===== config.mk =====
export PLATFORM = sky130hd
export DESIGN_NAME = bit_serial_alu_ctrl
export DESIGN_NICKNAME = d
export VERILOG_FILES = /design/src/rtl/serial_alu_pkg.sv /design/src/rtl/alu_slice.sv /design/src/rtl/bit_serial_alu_ctrl.sv
export SDC_FILE = /design/constraint.sdc
export NUM_CORES = 1
export LEC_CHECK = 0
export BUFFER_PORTS_ARGS = -buffer_cell sky130_fd_sc_hd__buf_4
export CAP_MARGIN = 20
export CORE_ASPECT_RATIO = 1.75
export CORE_UTILIZATION = 50
export CTS_CLUSTER_DIAMETER = 80
export CTS_CLUSTER_SIZE = 14
export DETAILED_ROUTE_END_ITERATION = 6
export PLACE_DENSITY = 0.75
export REMOVE_ABC_BUFFERS = 1
export SYNTH_ARGS = -nofsm -noshare
export SYNTH_HDL_FRONTEND = slang
export SYNTH_HIERARCHICAL = 1
export SYNTH_SLANG_ARGS = --single-unit

===== constraint.sdc =====
create_clock -name clk -period 6.4 [get_ports clk]
set_input_delay 0.64 -clock clk [delete_from_list [all_inputs] [get_ports clk]]
set_output_delay 0.64 -clock clk [all_outputs]
set_load 0.05 [all_outputs]

===== src/rtl/serial_alu_pkg.sv =====
// Shared definitions for the bit-serial ALU controller: op codes, FSM states
// and 1-bit slice operation selects.
package serial_alu_pkg;

  typedef enum logic [2:0] {
    OP_AND  = 3'b000,
    OP_OR   = 3'b001,
    OP_ADD  = 3'b010,
    OP_SUB  = 3'b011,
    OP_NOR  = 3'b100,
    OP_NAND = 3'b101,
    OP_SLT  = 3'b110,
    OP_RSVD = 3'b111
  } op_e;

  typedef enum logic [1:0] {
    ST_IDLE = 2'b00,
    ST_RUN  = 2'b01,
    ST_DONE = 2'b10
  } state_e;

  localparam logic [1:0] SLICE_AND = 2'b00;
  localparam logic [1:0] SLICE_OR  = 2'b01;
  localparam logic [1:0] SLICE_ADD = 2'b10;

  // Ops that run the full sequence on zeroed operands and produce all-zero outputs
  function automatic logic op_is_inert(input logic [2:0] o, input logic slt_en);
    if (o == OP_RSVD) begin
      return 1'b1;
    end else if (o == OP_SLT) begin
      return !slt_en;
    end else begin
      return 1'b0;
    end
  endfunction

endpackage


===== src/rtl/alu_slice.sv =====
// Combinational 1-bit ALU slice with operand inversion and AND/OR/ADD select.
module alu_slice
  import serial_alu_pkg::*;
(
  input  logic       A,
  input  logic       B,
  input  logic       Ainvert,
  input  logic       Binvert,
  input  logic       CarryIn,
  input  logic [1:0] Operation,
  output logic       Carryout,
  output logic       Result
);

  logic a_s;
  logic b_s;

  assign a_s      = A ^ Ainvert;
  assign b_s      = B ^ Binvert;
  assign Carryout = (a_s & b_s) | (a_s & CarryIn) | (b_s & CarryIn);

  // Result select for the active operation
  always_comb begin
    case (Operation)
      SLICE_AND: Result = a_s & b_s;
      SLICE_OR:  Result = a_s | b_s;
      SLICE_ADD: Result = a_s ^ b_s ^ CarryIn;
      default:   Result = 1'b0;
    endcase
  end

endmodule


===== src/rtl/bit_serial_alu_ctrl.sv =====
// Bit-serial ALU controller: processes one operand bit per cycle, LSB first.
// Define SERIAL_ALU_SLT_EN to enable the set-less-than operation (op 110).
module bit_serial_alu_ctrl
  import serial_alu_pkg::*;
#(
  parameter int WIDTH = 8
) (
  input  logic             clk,
  input  logic             rst,
  input  logic             start,
  input  logic [2:0]       op,
  input  logic [WIDTH-1:0] a,
  input  logic [WIDTH-1:0] b,
  output logic             busy,
  output logic             done,
  output logic [WIDTH-1:0] result,
  output logic             cout,
  output logic             ovf
);

`ifdef SERIAL_ALU_SLT_EN
  localparam logic SLT_EN = 1'b1;
`else
  localparam logic SLT_EN = 1'b0;
`endif

  localparam int CW = (WIDTH > 2) ? $clog2(WIDTH) : 1;

  state_e           state_r;
  op_e              op_r;
  logic [WIDTH-1:0] a_sr_r;
  logic [WIDTH-1:0] b_sr_r;
  logic [CW-1:0]    cnt_r;
  logic             carry_r;

  logic       ainv_s;
  logic       binv_s;
  logic [1:0] sel_s;
  logic       sub_s;
  logic       arith_s;
  logic       slt_s;
  logic       cin_s;
  logic       last_s;
  logic       slice_cout_s;
  logic       slice_res_s;
  logic       inert_s;

  assign inert_s = op_is_inert(op, SLT_EN);
  assign cin_s   = (cnt_r == {CW{1'b0}}) ? sub_s : carry_r;
  assign last_s  = (cnt_r == CW'(WIDTH - 1));

  // Slice control decode from the latched op
  always_comb begin
    ainv_s  = 1'b0;
    binv_s  = 1'b0;
    sel_s   = SLICE_AND;
    sub_s   = 1'b0;
    arith_s = 1'b0;
    slt_s   = 1'b0;
    case (op_r)
      OP_AND: sel_s = SLICE_AND;
      OP_OR:  sel_s = SLICE_OR;
      OP_ADD: begin
        sel_s   = SLICE_ADD;
        arith_s = 1'b1;
      end
      OP_SUB: begin
        binv_s  = 1'b1;
        sel_s   = SLICE_ADD;
        sub_s   = 1'b1;
        arith_s = 1'b1;
      end
      OP_NOR: begin
        ainv_s = 1'b1;
        binv_s = 1'b1;
        sel_s  = SLICE_AND;
      end
      OP_NAND: begin
        ainv_s = 1'b1;
        binv_s = 1'b1;
        sel_s  = SLICE_OR;
      end
      OP_SLT: begin
        if (SLT_EN) begin
          binv_s = 1'b1;
          sel_s  = SLICE_ADD;
          sub_s  = 1'b1;
          slt_s  = 1'b1;
        end else begin
          sel_s = SLICE_AND;
        end
      end
      default: sel_s = SLICE_AND;
    endcase
  end

  alu_slice u_slice (
    .A         (a_sr_r[0]),
    .B         (b_sr_r[0]),
    .Ainvert   (ainv_s),
    .Binvert   (binv_s),
    .CarryIn   (cin_s),
    .Operation (sel_s),
    .Carryout  (slice_cout_s),
    .Result    (slice_res_s)
  );

  // Control FSM and datapath; a_sr_r doubles as the result shift register,
  // filling from the MSB as operand bits leave from the LSB
  always_ff @(posedge clk) begin
    if (rst) begin
      state_r <= ST_IDLE;
      op_r    <= OP_AND;
      a_sr_r  <= {WIDTH{1'b0}};
      b_sr_r  <= {WIDTH{1'b0}};
      cnt_r   <= {CW{1'b0}};
      carry_r <= 1'b0;
      busy    <= 1'b0;
      done    <= 1'b0;
      result  <= {WIDTH{1'b0}};
      cout    <= 1'b0;
      ovf     <= 1'b0;
    end else begin
      case (state_r)
        ST_IDLE: begin
          done <= 1'b0;
          if (start) begin
            state_r <= ST_RUN;
            busy    <= 1'b1;
            op_r    <= op_e'(op);
            a_sr_r  <= inert_s ? {WIDTH{1'b0}} : a;
            b_sr_r  <= inert_s ? {WIDTH{1'b0}} : b;
            cnt_r   <= {CW{1'b0}};
            carry_r <= 1'b0;
            result  <= {WIDTH{1'b0}};
            cout    <= 1'b0;
            ovf     <= 1'b0;
          end
        end
        ST_RUN: begin
          a_sr_r  <= {slice_res_s, a_sr_r[WIDTH-1:1]};
          b_sr_r  <= {1'b0, b_sr_r[WIDTH-1:1]};
          carry_r <= slice_cout_s;
          cnt_r   <= cnt_r + CW'(1);
          if (last_s) begin
            state_r <= ST_DONE;
            busy    <= 1'b0;
            done    <= 1'b1;
            if (slt_s) begin
              result <= {{(WIDTH-1){1'b0}}, slice_res_s ^ cin_s ^ slice_cout_s};
              cout   <= 1'b0;
              ovf    <= 1'b0;
            end else begin
              result <= {slice_res_s, a_sr_r[WIDTH-1:1]};
              cout   <= arith_s & slice_cout_s;
              ovf    <= arith_s & (cin_s ^ slice_cout_s);
            end
          end
        end
        ST_DONE: begin
          done    <= 1'b0;
          state_r <= ST_IDLE;
        end
        default: begin
          state_r <= ST_IDLE;
          busy    <= 1'b0;
          done    <= 1'b0;
        end
      endcase
    end
  end

endmodule


==> out/metrics.cfg, run 1 <==
[status]
outcome = complete, no violations

[placement]
io_buffers = 33
place_congestion = 0.7423
pre_cts_ws_ps = 4115
placed_area_mm2 = 0.001923
dpl.hpwl_um = 2447

[floorplan]
dieHeight_um = 78.61
core_area_mm2 = 0.003176
rows = 27
dieArea_mm2 = 0.003598
fp.dieW_um = 45.78
io_pins = 34
start_util_pct = 52.80

[synth]
synth_common_cells = 37 x dfxtp_1, 27 x nor2_1, 13 x nand2_1, 12 x a21oi_1, 11 x a22oi_1
synth-seq-cells = 37
ys_seq_area_share_pct = 44.18
yosys.area.top_type = dfxtp_1
async_flop_share_pct = 0
synth_top_area_share_pct = 44.18
synth-edff-count = 0
netlist_top_cells_area = dfxtp_1 44%, nor2_1 6.0%, a22oi_1 4.9%
synthDistinctLibCells = 35
yosysWarnings = 6
synthesis.area_mm2 = 0.001677
ys.flop_type = dfxtp_1
yosysMostFrequentCell = dfxtp_1
avgSynthCellArea_um2 = 8.966
syn_inst = 187

[hold_path]
worstHoldPathType = reg2reg
min_to = b_sr_r[6]
hold_depth = 2
hp-start = b_sr_r[6]

[timing]
rsz0062_at_grt = no
fin_crit_sh_pct = 35.74
setup_slack_ps = 4113
fmax_ghz = 0.4372
min_period_ps = 2287
skew_ps = 7.359
hold_viol = 0
whs_ps = 456.4
slew_headroom_pct = 51.22
setup_violations = 0
maxSlewViolCount = 0
tightest_slew_ps = 731.7
setup_tns_ps = 0

[route]
drt-initial-drc-count = 51
drt-vias-per-instance = 5.601
dr_total_vias = 1445
first_pass_iters = 4
ant_nets = 0
routed_wl_um = 3564
drt-wirelength-per-cell_um = 13.81
drc = 0

[clock_network]
cts_resized = 0
cts_setup_buffers = 0
cts_buffer_depth = 2
cts_root_buf = clkbuf_8
cts_hold_buf = 0
htreeDepth = 2
cts_tree = yes
numClockSinks = 37
numCtsBuffers = 5
worstSkewPairLatency_ps = 290
cts.clk_slew.worst_paths_ps = 70

[setup_path]
cp_data_required_time_ps = 6560
reg2reg_to = a_sr_r[7]
rr_worst_depth = 8
crit_arrival_ps = 2450
critPathMaxStageDelay_ps = 460
r2r_setup_slack_ps = 4110
cp-start-kind = register
cp-end-kind = register
r2r_start = op_r[2]
worstPathMaxFanout = 4
critPathSlowestCell = fa_1
cp_cell_sequence = and3b_1 -> or2_2 -> xor2_1 -> fa_1 -> mux2i_1 -> o22ai_1 -> a221oi_1 -> nor3_1
crit_type = reg2reg

[finish]
layout-drive-gt1-share_pct = 21.40
design_area_mm2 = 0.002027
area_growth_pct = 20.90
num_antenna_cells = 0
nNetsFinal = 243

[power]
p_per_area_mw_per_mm2 = 255.8
swShare_pct = 25.34
pwr-share-seq_pct = 48.3
ir_worst_vdd_uv = 230.7
p_sw_mw = 0.1314
clkPwrFrac_pct = 37.6
power.leakage_nw = 0.8711
comb_power_share_pct = 14.0
power.internal_mw = 0.3870

[flow_run]
drv_cap = 0

[global_routing]
overflow = 0
antenna_found_initial = 0
grt_max_degree = 38
grt_pass1_wl_um = 6030
grt_usage_pct = 22.64
grt_pass1_vias = 1356

## per-stage QoR
| step | power [mW] | instances | util, % |
|---|---|---|---|
| detailed placement | 0.3288 | 251 | 60.56 |
| floorplan | 0.3011 | 175 | - |
| finish | 0.5184 | 258 | 63.83 |
| global placement | 0.3260 | 251 | 60.56 |
| CTS | 0.5219 | 258 | 63.83 |
| global route | 0.5425 | 258 | 63.83 |
## flip-flops by register name (all words and copies together), names as in the netlist
name	flops
a_sr_r	8
b_sr_r	8
busy	1
carry_r	1
cnt_r	3
cout	1
done	1
op_r	3
ovf	1
result	8
state_r	2
## cell usage in the layout (no fill, tap or decap), types with 5 or more instances in the layout
master    instances
ha_1              5
a22oi_1          11
nand2_1          13
buf_4            33
a21oi_1          12
a21o_1            8
inv_1             5
a221oi_1          8
dfxtp_1          37
nor3_1            8
o211ai_1          7
nor2_1           27
o21ai_0           5
clkbuf_8          5
## power by group through the flow
stage | Clock, mW | Sequential, mW | Combinational (mW)
after floorplan | 0 | 0.256 | 0.0451
after global placement | 0 | 0.255 | 0.0709
after detailed placement | 0 | 0.256 | 0.0730
after CTS | 0.198 | 0.251 | 0.0732
after global routing | 0.209 | 0.252 | 0.0816
final | 0.195 | 0.251 | 0.0727
## worst max-delay path: cells and delay by family (launching register included)
family	cells	cell delay [ps]
multiplexers	1	140
adder cells (fa/ha/maj)	1	460
AO/OA/AOI/OAI	2	380
XOR/XNOR	1	270
flip-flops	1	350
AND/OR/NAND/NOR	3	550
## per-layer routing
layer  GRT usage [%]  vias up  share of wire, %
li1                -      718                 -
met1           26.30      686                40
met2           37.86       35                54
met3           6.437        6               4.1
met4           8.235        0               1.6
met5               0        -                 0
## area by class of cell
type / instances / area (µm²)
clock inverters: 2 / 35.03
flip-flops and latches: 37 / 740.7
inverters: 6 / 22.52
repair buffers: 33 / 247.7
clock buffers: 5 / 68.82
multi-input cells: 132 / 858.3
fillers: 306 / 1149
well taps: 43 / 53.80
## worst max-delay path by stage
stage,from,to,slack (ps),cells past startpoint
4_1_cts,op_r[2],a_sr_r[7],4100,8
3_3_place_gp,cnt_r[0],a_sr_r[7],4220,9
5_1_grt,op_r[2],a_sr_r[7],3930,8
2_1_floorplan,cnt_r[0],a_sr_r[7],4280,9
3_5_place_dp,op_r[2],a_sr_r[7],4110,8
6_report,op_r[2],a_sr_r[7],4110,8
## kinds of logic after synthesis
logic type / after synthesis / share of synthesized area [%]
and+or+nand+nor: 65 / 19.70
AOI/OAI and AO/OA: 56 / 23.43
DFF: 37 / 44.18
buffers and inverters: 18 / 4.627
adders and majority gates: 6 / 4.925
muxes: 3 / 2.089
xor gates and xnor gates: 2 / 1.045
No activity file was read; power rests on OpenSTA's default activity.
==> run 2: changes to the inputs <==
--- a/config.mk
+++ b/config.mk
@@ -5,6 +5,7 @@
 export SDC_FILE = /design/constraint.sdc
 export NUM_CORES = 1
 export LEC_CHECK = 0
+export ABC_AREA = 1
 export BUFFER_PORTS_ARGS = -buffer_cell sky130_fd_sc_hd__buf_4
 export CAP_MARGIN = 20
 export CORE_ASPECT_RATIO = 1.75
@@ -12,7 +13,7 @@
 export CTS_CLUSTER_DIAMETER = 80
 export CTS_CLUSTER_SIZE = 14
 export DETAILED_ROUTE_END_ITERATION = 6
-export PLACE_DENSITY = 0.75
+export PLACE_DENSITY = 0.74
 export REMOVE_ABC_BUFFERS = 1
 export SYNTH_ARGS = -nofsm -noshare
 export SYNTH_HDL_FRONTEND = slang
==> constraint.sdc (replaced) <==
create_clock -name clk -period 2.3 [get_ports clk]
set_input_delay 0.23 -clock clk [delete_from_list [all_inputs] [get_ports clk]]
set_output_delay 0.23 -clock clk [all_outputs]
set_load 0.05 [all_outputs]
==> run 2 against run 1 <==
Against the previous run:
- routed wire length up 2.0%
- first-iteration DRC count shrank 47%
- power increased to 2.7 times the previous value
- via count is 6.8% higher
- area after synthesis rose by 8.7%
- non-clock buffer count unchanged
- register-to-register slack worse by 3900 ps
==> out/metrics.cfg, run 2 <==
[status]
outcome = complete, no violations

[clock_network]
numClockSinks = 37  ; unchanged
cts_tree = yes
cts_resized = 0  ; unchanged
cts_setup_buffers = 0  ; unchanged
numCtsBuffers = 5  ; unchanged
cts_buffer_depth = 2  ; unchanged
cts.clk_slew.worst_paths_ps = 70  ; about the same
cts_hold_buf = 0  ; unchanged
worstSkewPairLatency_ps = 280  ; about the same
cts_root_buf = clkbuf_8
htreeDepth = 2  ; unchanged

[global_routing]
overflow = 0  ; unchanged
grt_max_degree = 35  ; -7.9%
grt_pass1_wl_um = 6203  ; +2.9%
antenna_found_initial = 0  ; unchanged
grt_pass1_vias = 1519  ; +12%
grt_usage_pct = 21.97  ; -0.67 points

[synth]
yosys.area.top_type = dfxtp_1
synthesis.area_mm2 = 0.001823  ; +8.7%
synth-seq-cells = 37  ; unchanged
ys.flop_type = dfxtp_1
yosysMostFrequentCell = nand2_1
yosysWarnings = 6  ; unchanged
synth_top_area_share_pct = 40.63  ; -3.5 points
netlist_top_cells_area = dfxtp_1 41%, nand2_1 8.0%, a21oi_1 6.6%
ys_seq_area_share_pct = 40.63  ; -3.5 points
synth_common_cells = 39 x nand2_1, 37 x dfxtp_1, 27 x nor2_1, 26 x inv_1, 24 x a21oi_1
avgSynthCellArea_um2 = 7.725  ; -14%
async_flop_share_pct = 0  ; unchanged
synth-edff-count = 0  ; unchanged
synthDistinctLibCells = 32  ; -8.6%
syn_inst = 236  ; +26%

[finish]
nFillCells = 336  ; +9.8%
layout-drive-gt1-share_pct = 23.68  ; +2.3 points
final_common_cell = nand2_1
area_growth_pct = 17.23
layout_common_cells = 39 x nand2_1, 36 x dfxtp_1, 33 x buf_4
top_regs = a_sr_r x8, b_sr_r x8, result x8
design_area_mm2 = 0.002137  ; +5.4%
num_antenna_cells = 0  ; unchanged
nNetsFinal = 293  ; +21%

[timing]
hold_viol = 0  ; unchanged
tightest_slew_ps = 598.8  ; -132.9 ps
setup_tns_ps = 0  ; unchanged
setup_slack_ps = 199.1  ; -3913 ps
min_period_ps = 2101  ; -186.6 ps
maxSlewViolCount = 0  ; unchanged
rsz0062_at_grt = no
fin_crit_sh_pct = 91.34  ; +56 points
skew_ps = 7.503  ; +0.1443 ps
setup_violations = 0  ; unchanged
slew_headroom_pct = 59.99  ; +8.8 points
fmax_ghz = 0.4760  ; +8.9%

[hold_path]
worstHoldPathType = in2reg
hold_depth = 3  ; +1

[route]
dr_total_vias = 1543  ; +6.8%
first_pass_iters = 4  ; unchanged
drt-initial-drc-count = 27  ; -47%
routed_wl_um = 3636  ; +2.0%
drt-vias-per-instance = 4.961  ; -11%
drt-wirelength-per-cell_um = 11.69  ; -15%
drc = 0  ; unchanged
ant_nets = 0  ; unchanged

[floorplan]
start_util_pct = 53.10  ; +0.30 points
fp.dieW_um = 47.65  ; +4.1%
core_area_mm2 = 0.003433  ; +8.1%
rows = 28  ; +3.7%
io_pins = 34  ; unchanged
dieArea_mm2 = 0.003901  ; +8.4%
dieHeight_um = 81.88  ; +4.2%

[setup_path]
r2r_start = op_r[2]
cp.buffers_inverters = 3  ; +3
cp_cell_sequence = inv_1 -> nor2_1 -> or2_2 -> xnor2_2 -> inv_1 -> fa_1 -> nand3_1 -> nand3_1 -> inv_1 -> nor2_2 -> a31oi_1 -> a21oi_2
crit_type = reg2reg
worstPathMaxFanout = 3  ; -1
critPathSlowestCell = fa_1
critPathMaxStageDelay_ps = 430  ; -30 ps
path_common_cell = inv_1
rr_worst_depth = 12  ; +4
crit_arrival_ps = 2280  ; -170 ps
endpoint = a_sr_r[7]
reg2reg_to = a_sr_r[7]
cp.depth = 12  ; +4
startpoint = op_r[2]
r2r_setup_slack_ps = 200  ; -3910 ps
cp-end-kind = register
path_delay_family = simple AND/OR/NAND/NOR gates
cp-start-kind = register
cp_data_required_time_ps = 2470  ; -4090 ps

[placement]
dpl.hpwl_um = 2571  ; +5.1%
pre_cts_ws_ps = 128.8  ; -3986 ps
place_congestion = 0.8004  ; +7.8%
placed_area_mm2 = 0.002043  ; +6.2%
io_buffers = 33  ; unchanged

[flow_run]
drv_cap = 0  ; unchanged

[power]
pwr-share-seq_pct = 50.8  ; +2.5 points
power.internal_mw = 0.9839  ; +150%
comb_power_share_pct = 17.8  ; +3.8 points
power.leakage_nw = 0.9242  ; +6.1%
clkPwrFrac_pct = 31.3  ; -6.3 points
p_total_mw = 1.378  ; +170%
p_sw_mw = 0.3942  ; +200%
p_per_area_mw_per_mm2 = 644.8  ; +150%
swShare_pct = 28.60  ; +3.3 points
ir_worst_vdd_uv = 461.6  ; +100%

run 2: power by group through the flow:
stage | combinational, mW | sequential, mW | clock, mW
after floorplan | 0.168 | 0.714 | 0
after global placement | 0.239 | 0.714 | 0
after detailed placement | 0.243 | 0.714 | 0
after CTS | 0.244 | 0.700 | 0.438
after global routing | 0.283 | 0.706 | 0.464
final | 0.246 | 0.701 | 0.431
run 2: per-stage QoR:
| stage | hold WS, ps | utilization (%) | std cells |
|---|---|---|---|
| after floorplan | 299.1 | - | 225 |
| after global placement | 452.0 | 59.51 | 303 |
| after detailed placement | 456.4 | 59.51 | 303 |
| after CTS | 191.3 | 61.92 | 311 |
| after global routing | 213.5 | 62.24 | 311 |
| final | 192.3 | 62.24 | 311 |
run 2: worst register-to-register path, cell delays in order, from the launching register on:
cell and delay, ps:
dfxtp_1 310, inv_1 80, nor2_1 60, or2_2 320, xnor2_2 160, inv_1 90
fa_1 430, nand3_1 100, nand3_1 90, inv_1 70, nor2_2 40, a31oi_1 180
a21oi_2 70
run 2: how the worst min path moves through the flow:
stage                            to  startpoint  slack, ps
final                       op_r[1]       op[1]        190
after CTS                   op_r[1]       op[1]        190
after detailed placement  result[7]   result[7]        460
after global placement    result[6]   result[6]        450
after floorplan           b_sr_r[7]         rst        300
after global routing        op_r[1]       op[1]        210
run 2: per-layer routing:
layer  wire length, µm  GRT usage [%]  vias to the layer above
li1                  -              -                      824
met1              1578          23.67                      676
met2              1827          39.32                       33
met3               125          4.176                       10
met4               105          9.444                        0
met5                 0              0                        -
run 2: logic make-up after synthesis:
family / after synthesis / synth area share [%]
buffers and inverters: 41 / 11.05
AOI/OAI and AO/OA: 69 / 21.62
DFF: 37 / 40.63
and+or+nand+nor: 81 / 21.21
xor gates and xnor gates: 2 / 0.9611
adders and majority gates: 6 / 4.530
run 2: final cells by class:
cell class              count  area, µm²  area share (%)
repair buffers             33      247.7           11.59
flip-flops and latches     37      742.0           34.72
inverters                  30      117.6           5.504
clock buffers               6      72.57           3.396
multi-input cells         158      890.9           41.69
well taps                  45      56.30           2.635
clock inverters             2      10.01          0.4684
==> run 3: changes to the inputs <==
--- a/config.mk
+++ b/config.mk
@@ -8,13 +8,16 @@
 export ABC_AREA = 1
 export BUFFER_PORTS_ARGS = -buffer_cell sky130_fd_sc_hd__buf_4
 export CAP_MARGIN = 20
+export CELL_PAD_IN_SITES_DETAIL_PLACEMENT = 0
+export CELL_PAD_IN_SITES_GLOBAL_PLACEMENT = 2
 export CORE_ASPECT_RATIO = 1.75
-export CORE_UTILIZATION = 50
+export CORE_UTILIZATION = 31
 export CTS_CLUSTER_DIAMETER = 80
 export CTS_CLUSTER_SIZE = 14
 export DETAILED_ROUTE_END_ITERATION = 6
-export PLACE_DENSITY = 0.74
+export PLACE_DENSITY = 0.79
 export REMOVE_ABC_BUFFERS = 1
+export SETUP_SLACK_MARGIN = 0.1
 export SYNTH_ARGS = -nofsm -noshare
 export SYNTH_HDL_FRONTEND = slang
 export SYNTH_HIERARCHICAL = 1
==> run 3 against run 2 <==
Against the previous run:
- global-route usage fell by 6.4 points
- register-to-register slack improved by 60 ps
- routed wire length rose by 16%
- largest cell class unchanged
- cell count rose by 10%
- via count rose by 2.7%
- critical path depth did not move
==> out/metrics.cfg, run 3 (synthesized netlist as in run 2, its figures left out) <==
[status]
outcome = complete, no violations

[clock_network]
worstSkewPairLatency_ps = 300  ; +20 ps
htreeDepth = 2  ; unchanged
cts_tree = yes
numCtsBuffers = 5  ; unchanged
cts.clk_slew.worst_paths_ps = 70  ; about the same
numClockSinks = 37  ; unchanged
cts_root_buf = clkbuf_8
cts_hold_buf = 0  ; unchanged
cts_buffer_depth = 2  ; unchanged

[finish]
multi_input_area_um2 = 893.4  ; +0.28%
num_antenna_cells = 0  ; unchanged
nNetsFinal = 294  ; +0.34%
nFillCells = 624  ; +86%
top_regs = a_sr_r x8, b_sr_r x8, result x8
area_growth_pct = 20.18
instances_no_fill = 343  ; +10%
layout_common_cells = 39 x nand2_1, 35 x dfxtp_1, 34 x buf_4
layout-drive-gt1-share_pct = 24.72  ; +1.0 points
seqCellArea_um2 = 743.2  ; +0.17%
final_common_cell = nand2_1

[timing]
maxSlewViolCount = 0  ; unchanged
min_period_ps = 2040  ; -60.87 ps
rsz0062_at_grt = no
whs_ps = 177.1  ; -15.12 ps
hold_viol = 0  ; unchanged
fmax_ghz = 0.4902  ; +3.0%
setup_violations = 0  ; unchanged
setup_slack_ps = 260.0  ; +60.87 ps
fin_crit_sh_pct = 88.70  ; -2.6 points
tightest_slew_ps = 656.5  ; +57.76 ps
slew_headroom_pct = 56.18  ; -3.8 points
setup_tns_ps = 0  ; unchanged
skew_ps = 11.57  ; +4.071 ps

[floorplan]
fp.dieW_um = 59.97  ; +26%
core_area_mm2 = 0.005630  ; +64%
dieHeight_um = 103.4  ; +26%
start_util_pct = 32.38  ; -21 points
dieArea_mm2 = 0.006204  ; +59%
io_pins = 34  ; unchanged
rows = 36  ; +29%

[global_routing]
antenna_found_initial = 0  ; unchanged
grt_usage_pct = 15.57  ; -6.4 points
grt_pass1_vias = 1567  ; +3.2%
overflow = 0  ; unchanged
grt_max_degree = 35  ; unchanged
grt_pass1_wl_um = 7134  ; +15%

[placement]
pre_cts_ws_ps = 117.2  ; -11.54 ps
dpl.hpwl_um = 2969  ; +15%
place_congestion = 0.7052  ; -12%
dp_cells = 334  ; +10%
io_buffers = 33  ; unchanged

[power]
comb_power_share_pct = 18.0  ; +0.2 points
ir_worst_vdd_uv = 370.9  ; -20%
pwr-share-seq_pct = 49.8  ; -1.0 points
power.leakage_nw = 0.9274  ; +0.34%
clkPwrFrac_pct = 32.2  ; +0.9 points
p_per_area_mw_per_mm2 = 643.4  ; -0.23%
power.internal_mw = 0.9881  ; +0.43%
swShare_pct = 29.90  ; +1.3 points
p_sw_mw = 0.4214  ; +6.9%

[setup_path]
worstPathMaxFanout = 3  ; unchanged
r2r_start = op_r[2]
cp_data_required_time_ps = 2480  ; about the same
rr_worst_depth = 12  ; unchanged
r2r_setup_slack_ps = 260  ; +60 ps
cp-start-kind = register
crit_arrival_ps = 2220  ; -60 ps
crit_type = reg2reg
cp-end-kind = register
reg2reg_to = a_sr_r[7]

[route]
ant_nets = 0  ; unchanged
drt-vias-per-instance = 4.621  ; -6.9%
first_pass_iters = 4  ; unchanged
dr_total_vias = 1585  ; +2.7%
drt-wirelength-per-cell_um = 12.34  ; +5.5%
drc = 0  ; unchanged
drt-initial-drc-count = 33  ; +22%
routed_wl_um = 4231  ; +16%

[flow_run]
drv_cap = 0  ; unchanged

[hold_path]
worstHoldPathType = in2reg
min_to = op_r[1]
hold_depth = 3  ; unchanged
hp-start = op[1]

## run 3: changes by cell type in the layout (fill, tap and decap cells not counted)
cell / before / now
dfxtp_2: 1 / 2
buf_4: 33 / 34
clkinvlp_4: 0 / 1
clkbuf_1: 1 / 0
or2_2: 1 / 0
or2_4: 0 / 1
dfxtp_1: 36 / 35
## run 3: worst max-delay path: stages (launching register included)
cell and delay, ps:
dfxtp_1 310, inv_1 80, nor2_1 70, or2_4 260, xnor2_2 140, inv_1 90
fa_1 430, nand3_1 90, nand3_1 80, inv_1 80, nor2_2 50, a31oi_1 190
a21oi_2 70
## run 3: how the worst max path moves through the flow
stage,startpoint,to,slack (ps),cells after the start
floorplan,op_r[1],a_sr_r[7],290,11
global placement,op_r[1],a_sr_r[7],160,11
detailed placement,op_r[1],a_sr_r[7],120,11
CTS,op_r[1],a_sr_r[7],100,11
global route,cnt_r[0],a_sr_r[7],100,13
finish,op_r[2],a_sr_r[7],260,12
## run 3: what timing repair did
action	CTS	global route
setup buffers	0	1
endpoints found under the setup margin	0	2
resized for setup	0	5
## run 3: layout make-up
type                       count  area share (%)
inverter                      30           5.368
clock buffer                   5           3.141
sequential                    37           33.92
timing repair buffer          34           11.65
tap                           76           4.340
clock inverter                 3          0.7995
multi-input combinational    158           40.78
## run 3: routing by layer
layer	routed length, µm	global-route usage [%]
met1	1757	17.17
met2	2243	27.78
met3	101	2.861
met4	128	7.692
met5	0	0
## run 3: power groups by stage
stage / Sequential [mW] / Clock (mW) / Combinational [mW]
CTS: 0.700 / 0.470 / 0.251
global route: 0.706 / 0.493 / 0.293
finish: 0.701 / 0.454 / 0.254
detailed placement: 0.715 / 0 / 0.250
floorplan: 0.714 / 0 / 0.168
global placement: 0.715 / 0 / 0.249
## run 3: metrics by stage
stage / utilization, % / total power [mW] / cell area (µm²)
floorplan: - / 0.8824 / 1739
global placement: 36.98 / 0.9641 / 2082
detailed placement: 36.98 / 0.9650 / 2082
CTS: 38.51 / 1.421 / 2168
global route: 38.91 / 1.493 / 2191
finish: 38.91 / 1.410 / 2191
